**src/rtl/alu_result_packer.sv**
```systemverilog
// alu_result_packer: captures a 2*BYTE_WIDTH ALU result and serialises it
// LSB first onto a byte-wide TX FIFO write port, honouring FIFO_FULL.
// Ports: CLK, RST (async active-low), ALU_OUT/OUT_VALID (result in),
//        FIFO_FULL (back-pressure), WR_DATA/WR_INC (FIFO write),
//        READY (can accept at coming edge), OVERRUN (dropped-result pulse).
module alu_result_packer #(
    parameter int ALU_WIDTH  = 16,
    parameter int BYTE_WIDTH = 8
) (
    input  logic                  CLK,
    input  logic                  RST,
    input  logic [ALU_WIDTH-1:0]  ALU_OUT,
    input  logic                  OUT_VALID,
    input  logic                  FIFO_FULL,
    output logic [BYTE_WIDTH-1:0] WR_DATA,
    output logic                  WR_INC,
    output logic                  READY,
    output logic                  OVERRUN
);

    typedef enum logic [1:0] {
        IDLE     = 2'd0,
        SEND_LSB = 2'd1,
        SEND_MSB = 2'd2
    } state_t;

    state_t                 state_q, state_d;
    logic [ALU_WIDTH-1:0]   hold_q, hold_d;
    logic                   ovr_q, ovr_d;
    logic                   accept;

    always_ff @(posedge CLK or negedge RST) begin
        if (!RST) begin
            state_q <= IDLE;
            hold_q  <= '0;
            ovr_q   <= 1'b0;
        end else begin
            state_q <= state_d;
            hold_q  <= hold_d;
            ovr_q   <= ovr_d;
        end
    end

    always_comb begin
        state_d = state_q;
        hold_d  = hold_q;
        WR_DATA = '0;
        WR_INC  = 1'b0;
        READY   = 1'b0;
        unique case (state_q)
            IDLE: begin
                READY = 1'b1;
            end
            SEND_LSB: begin
                WR_DATA = hold_q[BYTE_WIDTH-1:0];
                WR_INC  = !FIFO_FULL;
                if (!FIFO_FULL) begin
                    state_d = SEND_MSB;
                end
            end
            SEND_MSB: begin
                WR_DATA = hold_q[ALU_WIDTH-1:BYTE_WIDTH];
                WR_INC  = !FIFO_FULL;
                READY   = !FIFO_FULL;
                if (!FIFO_FULL) begin
                    state_d = IDLE;
                end
            end
            default: begin
                state_d = IDLE;
            end
        endcase

        // A new result overrides the IDLE/SEND_MSB exit and starts a
        // fresh transfer; the MSB of the previous one is written this edge.
        accept = OUT_VALID && READY;
        if (accept) begin
            hold_d  = ALU_OUT;
            state_d = SEND_LSB;
        end
        ovr_d = OUT_VALID && !READY;
    end

    assign OVERRUN = ovr_q;

endmodule
```
**config.mk**
```make
export PLATFORM = sky130hd
export DESIGN_NAME = alu_result_packer
export DESIGN_NICKNAME = d
export VERILOG_FILES = /design/src/rtl/alu_result_packer.sv
export SDC_FILE = /design/constraint.sdc
export NUM_CORES = 1
export LEC_CHECK = 0
export CORE_MARGIN = 2
export CORE_UTILIZATION = 48
export CTS_CLUSTER_SIZE = 14
export DETAILED_ROUTE_END_ITERATION = 12
export PLACE_DENSITY = 0.82
export SYNTH_ARGS = -nofsm -noshare
export SYNTH_HDL_FRONTEND = slang
export SYNTH_SLANG_ARGS = --single-unit
export TNS_END_PERCENT = 100
```
**constraint.sdc**
```tcl
create_clock -name CLK -period 4.63 [get_ports CLK]
set_clock_uncertainty 0.05 [all_clocks]
set_input_delay 1.1575 -clock CLK [delete_from_list [all_inputs] [get_ports CLK]]
set_output_delay 1.1575 -clock CLK [all_outputs]
set_load 0.02 [all_outputs]
```
==> key figures <==
Global route
  • Total global routing overflow: 0
  • Total track usage: 18.2%
  • Largest net degree at the start of global routing: 20
  • Vias in the first global route: around 720
  • First-pass GRT wire length: approximately 3300 µm
  • Initial antenna violation count: 0

Cells and area
  • P&R area growth vs syn: 33.3%
  • Multi-input gate area: 475 µm²
  • Final #Nets: 130
  • Most frequent cells in the layout: clkdlybuf4s50_1 (30), dfrtp_1 (19), mux2_4 (10), a22oi_1 (8), nor2b_1 (8)
  • Commonest non-fill, non-tap cell in the layout: clkdlybuf4s50_1
  • Register Area: 475 µm²
  • FILL cells: 166
  • Inserted Diodes: 0
  • Post-route cell area: 1320 µm²
  • Share of cells above drive strength 1: 22.9%

Die
  • Initial Utilization: 50.6%
  • Core area: 1960 µm²
  • DIE WIDTH: 49.5 µm
  • IO Pins: 31
  • Std-Cell Rows: 16
  • Die ar.: 2450 µm²
  • Die height: roughly 49 µm

Synthesis
  • Seq cells post-synth: 19
  • Post-Syn Area per Cell: 13.4 µm²
  • Yosys warns: 0
  • Mapped cell area: slightly below 1000 µm²
  • Synthesized instance count: 74
  • Yosys cell types: 19
  • Sequential cell area fraction in the yosys report: 47.9%
  • Post-Syn Nets: just under 100

Worst setup path
  • Cell family with most CP delay: buffers and inverters
  • Crit-path max FO: 6
  • Critical setup path kind: in -> out
  • CP required: 3.42 ns
  • Crit-path slowest cell: clkdlybuf4s50_1
  • CP bufs+invs: 2
  • CP peak stage delay: about 0.56 ns
  • Crit. End Element: output port
  • Worst path arrival time: 2.63 ns
  • CP startpoint kind: input port
  • CP dominant cell by count: clkdlybuf4s50_1
  • Cell breakdown of the critical path: clkdlybuf4s50_1 -> nor2b_2 -> or2_2 -> clkdlybuf4s50_1

Detailed routing
  • Vias/cell: 5.20
  • Remaining antenna violation count: 0
  • Vias: 686
  • Total Wirelength: 1890 µm
  • DRC errors left: 0
  • Wirelength per Cell: about 14 µm
  • Pre-Repair DR Iteration Count: 4
  • Initial DRC count: 7

CTS
  • CTS max path bufs: 2
  • Clock sink count: 19
  • Clock-pin slew on the worst setup and hold paths: 0.10 ns
  • CTS tree: done
  • CTS Buf Count: 3
  • CTS Root Cell: clkbuf_4
  • Cts repair resizes: 0
  • H-tree depth: 1
  • Post-CTS setup repair buffer count: 0
  • Clk Latency, worst-skew pair: 0.28 ns
  • Hold buffers post-CTS: 0

Power
  • Max VDD drop: 350 µV
  • Power Density: just under 700 nW/µm²
  • P_leak: 0.000576 µW

STA
  • Final Hold Slack: 0.465 ns
  • FMAX: around 0.26 GHz
  • Final Hold Vio Count: 0
  • Setup TNS: 0 ns
  • Fin crit share: 82.8%
  • Final slew viol count: 0
  • Relative slew slack: a little under half
  • Fin crit period: 3.84 ns
  • Setup violators final: 0
  • Worst Tran Pin Value: 0.821 ns
  • RSZ-0062 raised after global routing: false

Placement
  • DP Area: 1300 µm²
  • IO buf count: 30
  • Dpl hpwl: about 1400 µm
  • Placer Congestion: 0.708

Run
  • Max Cap Violations: 0

Status
  • Status: finished, final reports clean

Worst hold path
  • Worst min path class: reg -> reg
per-layer routing:
metal	vias up	global-route usage (%)	share of wire, %
li1	328	-	-
met2	17	31.8	52
met4	0	8.33	1.2
met3	2	4.55	4.4
met5	-	0	0
met1	339	21.0	43
cells in the mapped netlist (all sizes together):
| master | n | area share (%) |
|---|---|---|
| nor2 | 2 | 0.76 |
| nor2b | 9 | 5.9 |
| or2 | 1 | 0.63 |
| a21oi | 1 | 0.50 |
| o21ai | 3 | 2.6 |
| inv | 3 | 1.1 |
| nand2 | 1 | 0.38 |
| a22oi | 8 | 6.1 |
| a221o | 1 | 1.0 |
| mux2 | 17 | 23 |
| buf | 3 | 3.0 |
| mux2i | 1 | 1.0 |
| dfrtp | 19 | 48 |
| and2b | 1 | 0.88 |
| ha | 4 | 5.0 |
metrics by stage:
| stage | util [%] | power [µW] | cells | setup WS, ns |
|---|---|---|---|---|
| floorplan | - | 655 | 74 | 1.90 |
| global placement | 66.1 | 799 | 128 | 0.821 |
| detailed placement | 66.1 | 814 | 128 | 0.789 |
| CTS | 67.4 | 897 | 132 | 0.793 |
| global route | 67.4 | 955 | 132 | 0.753 |
| finish | 67.4 | 890 | 132 | 0.795 |
logic make-up (layout without fill, tap and decap cells):
| group | Yosys count | in the layout | share of synthesized area (%) |
|---|---|---|---|
| AND/OR/NAND/NOR | 14 | 14 | 8.58 |
| flip-flops | 19 | 19 | 47.9 |
| AO/OA/AOI/OAI | 13 | 13 | 10.2 |
| multiplexers | 18 | 18 | 24.1 |
| buffers and inverters | 6 | 37 | 4.16 |
| adder cells (fa/ha/maj) | 4 | 4 | 5.04 |
area by class of cell:
| cell class | count | area share, % |
|---|---|---|
| well taps | 27 | 2.55 |
| inverters | 3 | 0.851 |
| multi-input cells | 49 | 36.0 |
| flip-flops and latches | 19 | 36.0 |
| clock buffers | 4 | 1.99 |
| repair buffers | 30 | 22.7 |
worst reg2reg max path: cells and delay by family, from the launching register on:
family          cells  cell delay, ns
compound gates      1            0.52
flops               1            0.44
mux                 1            0.41
fa+ha+maj           1            0.36
simple gates        1            0.24
buf+inv             1            0.10
state kept, by name, indices dropped and copies added (netlist names):
register,count
hold_q,16
state_q,2
OVERRUN,1
worst paths after layout:
check                           start         end  slack, ns  depth (start not counted)
hold / removal              hold_q[1]   hold_q[1]       0.46                          1
hold reg to reg             hold_q[1]   hold_q[1]       0.46                          1
setup reg to reg           state_q[0]   hold_q[4]       2.41                          5
setup / recovery            FIFO_FULL       READY       0.79                          4
max in group asynchronous         RST  state_q[1]       2.74                          1
min in group asynchronous         RST  hold_q[12]       1.28                          1
where the power goes:
part	internal (µW)	leakage, µW	switching [µW]
logic	286	0.000335	225
clock network	33.5	0.0000150	47.2
registers	250	0.000226	48.8
No activity file was read; power rests on OpenSTA's default activity.
